File: src/rtl/bin2bcd_pkg.sv
// Shared types and constants for the sequential binary-to-BCD converter.
//   state_e    : converter FSM states
//   BCD_DIGITS : number of packed BCD digits in the result
//   BCD_MAX    : largest value representable in BCD_DIGITS decimal digits
//   BCD_SAT    : saturated result used when overflow handling is built in
package bin2bcd_pkg;

    typedef enum logic [1:0] {
        IDLE  = 2'd0,
        SHIFT = 2'd1,
        DONE  = 2'd2
    } state_e;

    localparam int          BCD_DIGITS = 8;
    localparam logic [31:0] BCD_MAX    = 32'd99_999_999;
    localparam logic [31:0] BCD_SAT    = 32'h9999_9999;

endpackage

File: src/rtl/bin2bcd_seq_if.sv
// Handshake/data bundle between a requester and the binary-to-BCD converter.
//   start : request a conversion (requester -> converter)
//   bin   : unsigned binary value, BIN_WIDTH bits (requester -> converter)
//   busy  : converter not idle (converter -> requester)
//   done  : one-cycle result-valid pulse (converter -> requester)
//   bcd   : eight packed BCD digits, units in [3:0] (converter -> requester)
//   ovf   : overflow flag, updates with bcd (converter -> requester)
// Modports: master = requester side, slave = converter side.
interface bin2bcd_seq_if #(
    parameter int BIN_WIDTH = 27
);
    logic                 start;
    logic [BIN_WIDTH-1:0] bin;
    logic                 busy;
    logic                 done;
    logic [31:0]          bcd;
    logic                 ovf;

    modport master (
        output start,
        output bin,
        input  busy,
        input  done,
        input  bcd,
        input  ovf
    );

    modport slave (
        input  start,
        input  bin,
        output busy,
        output done,
        output bcd,
        output ovf
    );
endinterface

File: src/rtl/bcd_digit_adj.sv
// Double-dabble digit correction: adds 3 to a BCD digit that is 5 or more,
// so that the following left shift carries correctly into the next digit.
//   d_i : 4-bit digit before correction
//   d_o : 4-bit digit after correction (wraps, no carry out)
module bcd_digit_adj (
    input  logic [3:0] d_i,
    output logic [3:0] d_o
);
    assign d_o = (d_i >= 4'd5) ? (d_i + 4'd3) : d_i;
endmodule

File: src/rtl/bin2bcd_seq.sv
// Sequential binary-to-BCD converter (shift-add-3). One bit is consumed per
// cycle, so a conversion takes BIN_WIDTH cycles plus one DONE cycle.
//   clk   : system clock, rising edge
//   rst_n : asynchronous active-low reset
//   bus   : bin2bcd_seq_if slave modport (start/bin in, busy/done/bcd/ovf out)
// Optional macro BIN2BCD_OVF_EN: saturate to 9999_9999 and raise ovf when the
// captured input exceeds 99_999_999 (comparator only when BIN_WIDTH >= 27).
// Without it ovf is tied low and the result is bin mod 10^8.
//
//   state | meaning
//   ------+---------------------------------------------------------------
//   IDLE  | waiting for start; bin captured on the accepting edge
//   SHIFT | one add-3/shift step per cycle, counter runs BIN_WIDTH..1
//   DONE  | done pulse, bcd valid; always returns to IDLE
module bin2bcd_seq
    import bin2bcd_pkg::*;
#(
    parameter int BIN_WIDTH = 27
) (
    input  logic          clk,
    input  logic          rst_n,
    bin2bcd_seq_if.slave  bus
);

    localparam int CW = $clog2(BIN_WIDTH + 1);
    localparam int SW = 4 * BCD_DIGITS;

    state_e               state_q, state_d;
    logic [BIN_WIDTH-1:0] shift_q, shift_d;
    logic [SW-1:0]        scratch_q, scratch_d;
    logic [SW-1:0]        bcd_q, bcd_d;
    logic [CW-1:0]        cnt_q, cnt_d;

    logic [SW-1:0]        adj;
    logic [SW+BIN_WIDTH-1:0] shifted;
    logic                 accept;
    logic                 last_step;
    logic                 sat;

    for (genvar g = 0; g < BCD_DIGITS; g++) begin : g_adj
        bcd_digit_adj u_adj (
            .d_i (scratch_q[4*g +: 4]),
            .d_o (adj[4*g +: 4])
        );
    end

    // The bit leaving digit 7 falls off the top here: result is modulo 10^8.
    assign shifted   = {adj, shift_q} << 1;
    assign accept    = (state_q == IDLE) && bus.start;
    assign last_step = (state_q == SHIFT) && (cnt_q == CW'(1));

`ifdef BIN2BCD_OVF_EN
    logic bin_ovf;
    logic ovf_pend_q, ovf_pend_d;
    logic ovf_q, ovf_d;

    if (BIN_WIDTH >= 27) begin : g_cmp
        logic [31:0] bin_ext;
        assign bin_ext = 32'(bus.bin);
        assign bin_ovf = (bin_ext > BCD_MAX);
    end else begin : g_no_cmp
        assign bin_ovf = 1'b0;
    end

    always_comb begin
        ovf_pend_d = ovf_pend_q;
        ovf_d      = ovf_q;
        if (accept) begin
            ovf_pend_d = bin_ovf;
        end
        if (last_step) begin
            ovf_d = ovf_pend_q;
        end
    end

    always_ff @(posedge clk or negedge rst_n) begin
        if (!rst_n) begin
            ovf_pend_q <= 1'b0;
            ovf_q      <= 1'b0;
        end else begin
            ovf_pend_q <= ovf_pend_d;
            ovf_q      <= ovf_d;
        end
    end

    assign sat     = ovf_pend_q;
    assign bus.ovf = ovf_q;
`else
    assign sat     = 1'b0;
    assign bus.ovf = 1'b0;
`endif

    always_comb begin
        state_d   = state_q;
        shift_d   = shift_q;
        scratch_d = scratch_q;
        cnt_d     = cnt_q;
        bcd_d     = bcd_q;
        case (state_q)
            IDLE: begin
                if (bus.start) begin
                    state_d   = SHIFT;
                    shift_d   = bus.bin;
                    scratch_d = '0;
                    cnt_d     = CW'(BIN_WIDTH);
                end
            end
            SHIFT: begin
                scratch_d = shifted[SW+BIN_WIDTH-1:BIN_WIDTH];
                shift_d   = shifted[BIN_WIDTH-1:0];
                cnt_d     = cnt_q - CW'(1);
                if (last_step) begin
                    state_d = DONE;
                    // Result register takes the post-shift value so bcd
                    // never exposes a partially converted number.
                    bcd_d   = sat ? BCD_SAT : shifted[SW+BIN_WIDTH-1:BIN_WIDTH];
                end
            end
            DONE: begin
                state_d = IDLE;
            end
            default: begin
                state_d = IDLE;
            end
        endcase
    end

    always_ff @(posedge clk or negedge rst_n) begin
        if (!rst_n) begin
            state_q   <= IDLE;
            shift_q   <= '0;
            scratch_q <= '0;
            bcd_q     <= '0;
            cnt_q     <= '0;
        end else begin
            state_q   <= state_d;
            shift_q   <= shift_d;
            scratch_q <= scratch_d;
            bcd_q     <= bcd_d;
            cnt_q     <= cnt_d;
        end
    end

    assign bus.busy = (state_q != IDLE);
    assign bus.done = (state_q == DONE);
    assign bus.bcd  = bcd_q;

endmodule
File: src/flat_wrapper.sv
// flat-port wrapper written by rule: the top's interface ports become plain ports
module bin2bcd_seq_flat import bin2bcd_pkg::*;
#(
    parameter int BIN_WIDTH = 27
)
  (clk, rst_n, bus_start, bus_bin, bus_busy, bus_done, bus_bcd, bus_ovf);
  bin2bcd_seq_if #(.BIN_WIDTH(BIN_WIDTH)) bus_i ();
  input  logic clk;
  input  logic rst_n;
  input wire logic [$bits(bus_i.start)-1:0] bus_start;
  input wire logic [$bits(bus_i.bin)-1:0] bus_bin;
  output wire logic [$bits(bus_i.busy)-1:0] bus_busy;
  output wire logic [$bits(bus_i.done)-1:0] bus_done;
  output wire logic [$bits(bus_i.bcd)-1:0] bus_bcd;
  output wire logic [$bits(bus_i.ovf)-1:0] bus_ovf;
  assign bus_i.start = bus_start;
  assign bus_i.bin = bus_bin;
  assign bus_busy = bus_i.busy;
  assign bus_done = bus_i.done;
  assign bus_bcd = bus_i.bcd;
  assign bus_ovf = bus_i.ovf;
  bin2bcd_seq #(.BIN_WIDTH(BIN_WIDTH)) u_core (.clk(clk), .rst_n(rst_n), .bus(bus_i));
endmodule
File: config.mk
export PLATFORM = sky130hd
export DESIGN_NAME = bin2bcd_seq_flat
export DESIGN_NICKNAME = d
export VERILOG_FILES = /design/src/rtl/bin2bcd_pkg.sv /design/src/rtl/bin2bcd_seq_if.sv /design/src/rtl/bcd_digit_adj.sv /design/src/rtl/bin2bcd_seq.sv /design/src/flat_wrapper.sv
export SDC_FILE = /design/constraint.sdc
export NUM_CORES = 1
export LEC_CHECK = 0
export CORE_MARGIN = 5
export CORE_UTILIZATION = 55
export DETAILED_ROUTE_END_ITERATION = 6
export PLACE_DENSITY = 0.87
export SETUP_SLACK_MARGIN = 0.5
export SLEW_MARGIN = 0
export SYNTH_ARGS = -nofsm -noshare
export SYNTH_HDL_FRONTEND = slang
export SYNTH_SLANG_ARGS = --single-unit
File: constraint.sdc
create_clock -name clk -period 2.31 [get_ports clk]
set_input_delay 0.693 -clock clk [delete_from_list [all_inputs] [get_ports clk]]
set_output_delay 0.693 -clock clk [all_outputs]
set_load 0.02 [all_outputs]
* Yosys cells after proc, flatten, opt, wreduce, memory -nomap -nowiden
Cells that the tools add are included.
Operators by class: muxes and demuxes 17, reduce and logical (&&, ||, !) cells 7, eq/ne operators 5, add/sub/neg operators 9, div/mod/pow operators 0, $mul 0, shift operators 0, magnitude comparators 8, bitwise logic cells 0
Operators with widths (number):
- $pmux W32 S2 | 1
- $pmux W27 S2 | 1
- $ge A4 B3 Y1 const B | 8
- $mux W32 | 1
- $add A4 B2 Y4 const B | 7
- $mux W4 | 7
- $mux W27 | 1
- $pmux W5 S2 | 1
- $reduce_and A2 Y1 | 3
- $eq A5 B1 Y1 const B | 1
- $mux W5 | 1
- $sub A5 B1 Y5 const B | 1
- $mux W2 | 2
- $pmux W2 S2 | 1
- $reduce_bool A2 Y1 | 2
- $add A3 B2 Y3 const B | 1
- $mux W3 | 1
- $eq A2 B1 Y1 const B | 1
- $eq A2 B2 Y1 const B | 1
- $logic_not A2 Y1 | 1
- $ne A2 B1 Y1 const B | 1
- $ne A2 B2 Y1 const B | 1
- $logic_and A1 B1 Y1 | 1
Storage, ports and cells: flip-flop bits (word level) 98, bits in read-only memories 0, memories kept 0, bits of input ports 30, output and inout bits 35, bits in writable memories 0, word-level logic and storage cells 51, latch bits 0

* Depth between registers and ports, before layout
depth after elaboration 4, mapped depth 7, gate-level depth less buffers 6

* Cells and area by module
A second synthesis with hierarchy kept.
Unflattened totals: cell total of the unflattened synthesis 450, area, all modules 4991.0 µm²
By module, submodules not included:
- bin2bcd_seq | sequential area each 2452.4 µm², times used 1, cells an instance 322, area each 4180.3 µm²
- bcd_digit_adj | sequential area each 0.0 µm², times used 8, cells an instance 16, area each 101.3 µm²

* Least setup slack after synthesis
No wires, ideal clock.
path type register to register, start register u_core.cnt_q[1], end register u_core.bcd_q[10], in the netlist u_core.bus.bcd[10], library setup time 0.127 ns, period minus slack after synthesis 1.745 ns, arrival 1.618 ns, data required time 2.183 ns, buffers on the path 1, path slack 0.565 ns, stages on the path, launching flop included 8, path through dfrtp_1 inv_1 ha_1 nor4b_4 nand2_4 clkinv_4 buf_6 mux2_1
Between the ends: word-level cells in the longest chain between the ends 3
RTL lines:
- from (decl) | RTL line bin2bcd_seq.sv:32 | logic [CW-1:0] cnt_q, cnt_d;
- from (signal assigned) | RTL line bin2bcd_seq.sv:140 | cnt_q <= cnt_d;
- $eq A5 B1 Y1 | RTL line bin2bcd_seq.sv:50 | assign last_step = (state_q == SHIFT) && (cnt_q == CW'(1));
- $logic_and A1 B1 Y1 | RTL line bin2bcd_seq.sv:50
- $reduce_and A2 Y1 (no source line)
- to (signal assigned) | RTL line bin2bcd_seq.sv:133 | bcd_q <= '0;
- to (signal assigned) | RTL line bin2bcd_seq.sv:139 | bcd_q <= bcd_d;
- to (decl) | RTL line bin2bcd_seq.sv:31 | logic [SW-1:0] bcd_q, bcd_d;
No other way between the ends. A chain may end at the register's enable or synchronous reset.

* Worst setup path in the final report
start register u_core.state_q[1], end output bus_busy
Between the ends: word-level cells in the longest chain between the ends 1
RTL lines:
- from (decl) | RTL line bin2bcd_seq.sv:28 | state_e state_q, state_d;
- from (signal assigned) | RTL line bin2bcd_seq.sv:136 | state_q <= state_d;
- $reduce_bool A2 Y1 | RTL line bin2bcd_seq.sv:144 | assign bus.busy = (state_q != IDLE);
- to (decl) | RTL line flat_wrapper.sv:12 | output wire logic [$bits(bus_i.busy)-1:0] bus_busy;
No other way between the ends.

==> results.sh <==
export IMPL_status="completed"
export IMPL_track_usage_pct=21.5
export IMPL_hold_path_class="primary input to async pin"
export IMPL_final_area_mm2=0.00570
export IMPL_core_area_mm2=0.00826
export IMPL_finalCritPeriodShare_pct=80.3
export IMPL_ys_types=35
export IMPL_antennaDiodeCount=0
export IMPL_period_minus_slack_ps=1850
export IMPL_setup_tns_ps=0
export IMPL_initial_utilization_pct=56.5
export IMPL_netlist_area_mm2=0.00467
export IMPL_via_per_inst=5.88
export IMPL_syn_inst=446
export IMPL_nets=560
export IMPL_drtAntennaViolNets=0
export IMPL_grt_overflow_total=0
export IMPL_worstSetupPathType="flop to output port"
export IMPL_placed_area_mm2=0.00543
export IMPL_end_kind="output port"
export IMPL_seq_power_share_pct=38.1
export IMPL_worstPathCellList="nor2_4 > inv_2 > buf_6"
export IMPL_grt_pass1_vias=3669
export IMPL_drc=0
export IMPL_synth_seq_area_share_pct=52.5
export IMPL_fmax_mhz=539
export IMPL_p_int_uw=4790
export IMPL_die_x_um=102
export IMPL_ios=65
export IMPL_grt_pass1_wl_um=17800
export IMPL_grt_max_degree=99
export IMPL_critPathRequiredTime_ps=1620
export IMPL_firstDrtPassIters=4
export IMPL_vias=3655
export IMPL_cts_hold_buf=0
export IMPL_setup_violations=0
export IMPL_synth_seq_cells=98
export IMPL_die_h_um=102
export IMPL_die_area_mm2=0.0104
export IMPL_ir_drop_uv=694
export IMPL_insertion_delay_ps=360
export IMPL_syn_area_per_cell_um2=10.5
export IMPL_clock_sinks=98
export IMPL_cts_tree="yes"
export IMPL_syn_to_final_growth_pct=22.2
export IMPL_power_switching_uw=3320
export IMPL_cts_made_buffers=9
export IMPL_final_hold_violation_count=0
export IMPL_crit_buf_inv=2
export IMPL_crit_slowest_cell="dfrtp_2"
export IMPL_maxCapViolCount=0
export IMPL_critPathTopFamily="flip-flops"
export IMPL_clk_pin_slew_ps=100
export IMPL_drtIter0Drc=237
export IMPL_antenna_found_initial=0
export IMPL_dp_hpwl_um=6990
export IMPL_cp_data_arrival_time_ps=1160
export IMPL_p_per_area_mw_per_mm2=1420
export IMPL_path_max_fanout=4
export IMPL_combPwrFrac_pct=47.1
export IMPL_io_buffer_count=63
export IMPL_wl_per_cell_um=17.1
export IMPL_clk_path_buf_depth=2
export IMPL_clock_skew_ps=9.87
export IMPL_drv_slew=0
export IMPL_leakagePower_uw=0.00255
export IMPL_drive_above_1_share_pct=14.1
export IMPL_htree_levels=3
export IMPL_critPathMaxStageDelay_ps=460
export IMPL_ys_warnings_count=0
export IMPL_relSlewSlack_pct=66.3
export IMPL_p_sw_share_pct=40.9
export IMPL_root_buffer="clkbuf_8"
export IMPL_synth_nets=494
export IMPL_rsz0062_at_grt="true"
export IMPL_place_congestion=0.794
export IMPL_clock_power_share_pct=14.8
export IMPL_worst_pin_slew_ps=506
export IMPL_cp_start_kind="flop"
export IMPL_wirelength_um=10600
export IMPL_rows=33
-- layout make-up --
cell class	count	area [µm²]
fillers	621	2550
flip-flops and latches	98	2450
multi-input cells	301	2040
repair buffers	82	773
well taps	105	131
clock buffers	10	128
clock inverters	6	88.8
inverters	20	87.6
-- sequential cells by signal (all words and copies together), names as in the netlist --
signal and count:
u_core.cnt_q 5, u_core.state_q 2, u_core.scratch_q 32, u_core.shift_q 27, u_core.bus.bcd 32
-- final timing paths --
path | start | end | slack [ps] | depth (start not counted)
max | u_core.state_q[1] | bus_busy | 460 | 3
min | rst_n | u_core.bus.bcd[8] | 360 | 2
min reg2reg | u_core.shift_q[19] | u_core.shift_q[19] | 490 | 2
max in group asynchronous | rst_n | u_core.state_q[0] | 1540 | 2
min in group clk | u_core.shift_q[19] | u_core.shift_q[19] | 490 | 2
max reg2reg | u_core.cnt_q[1] | u_core.bus.bcd[13] | 610 | 6
-- placed cells by master (no fill, tap or decap), drive strengths merged, types with 4 or more instances in the layout --
cell type       n
nand2b          9
a21oi          24
dfrtp          98
clkbuf         11
buf            22
clkdlybuf4s50  27
xnor2          10
ha             18
inv            20
nor3            8
nor3b           7
nor2b           4
a31oi           8
or3b            8
mux2i           9
mux2           14
a22o           14
o21ai          72
clkdlybuf4s15  16
dlygate4sd2    15
a22oi          27
nand2          61
-- what timing repair did --
action,4_1_cts,5_1_grt
gates resized for setup,44,28
pin swaps,1,2
endpoints found under the setup margin,47,59
hold endpoints to repair,0,0
buffers inserted,4,2
cloned,1,0
-- per-stage QoR --
stage	total power [µW]	cells	hold WS, ps	worst slack, ps	utilization, %
after floorplan	5610	446	397	565	-
after global placement	6690	599	462	186	65.7
after detailed placement	6950	599	471	110	65.7
after CTS	8050	620	396	262	68.5
after global routing	8710	622	415	425	69.1
final	8110	622	365	456	69.1
-- power groups by stage --
stage,Clock (µW),Sequential [µW],Combinational (µW)
global placement,0,3050,3640
CTS,1230,3060,3760
finish,1200,3090,3820
global route,1310,3180,4220
floorplan,0,3220,2380
detailed placement,0,3100,3850
-- kinds of logic after synthesis --
group / Yosys count / synth area share (%)
AO/OA/AOI/OAI: 147 / 18.7
AND/OR/NAND/NOR: 101 / 11.2
flip-flops: 98 / 52.5
buffers and inverters: 48 / 4.69
multiplexers: 23 / 6.11
adder cells (fa/ha/maj): 18 / 4.82
XOR/XNOR: 10 / 1.88
other: 1 / 0.0803
-- layer usage --
metal | track usage, % | routed length, µm | up-vias | part of all wire [%]
met3 | 4.30 | 580 | 14 | 5.5
li1 | - | - | 1708 | -
met1 | 27.5 | 4400 | 1811 | 41
met5 | 0 | 0 | - | 0
met4 | 6.36 | 129 | 0 | 1.2
met2 | 37.2 | 5510 | 122 | 52
-- Yosys cell counts --
cell type   n  area [µm²]
xnor2_1    10        87.6
a22oi_1    27         203
buf_1       4        15.0
inv_1      19        71.3
or3b_2      8        70.1
ha_1       18         225
nor4b_4     1        23.8
a21oi_1    24         120
clkinv_4    1        8.76
nor3_1      8        40.0
conb_1      1        3.75
buf_4       1        7.51
o21ai_1     9        45.0
buf_12      1        20.0
o21bai_1    1        7.51
o21ai_0    63         315
nor2b_1     4        25.0
nand2_1    59         221
dfrtp_1    98        2450
nand2_4     1        11.3
mux2i_1     9        90.1
clkbuf_1   16        60.1
a22o_1     14         123
nor2_1      2        7.51
buf_6       1        11.3
mux2_1      1        11.3
nor3b_1     7        52.6
mux2_2      3        33.8
a32o_1      1        10.0
a31oi_1     8        50.1
buf_2       5        25.0
nor4_1      1        6.26
mux2_4     10         150
nor4b_1     1        8.76
nand2b_1    9        56.3
No activity file was read; power rests on OpenSTA's default activity.
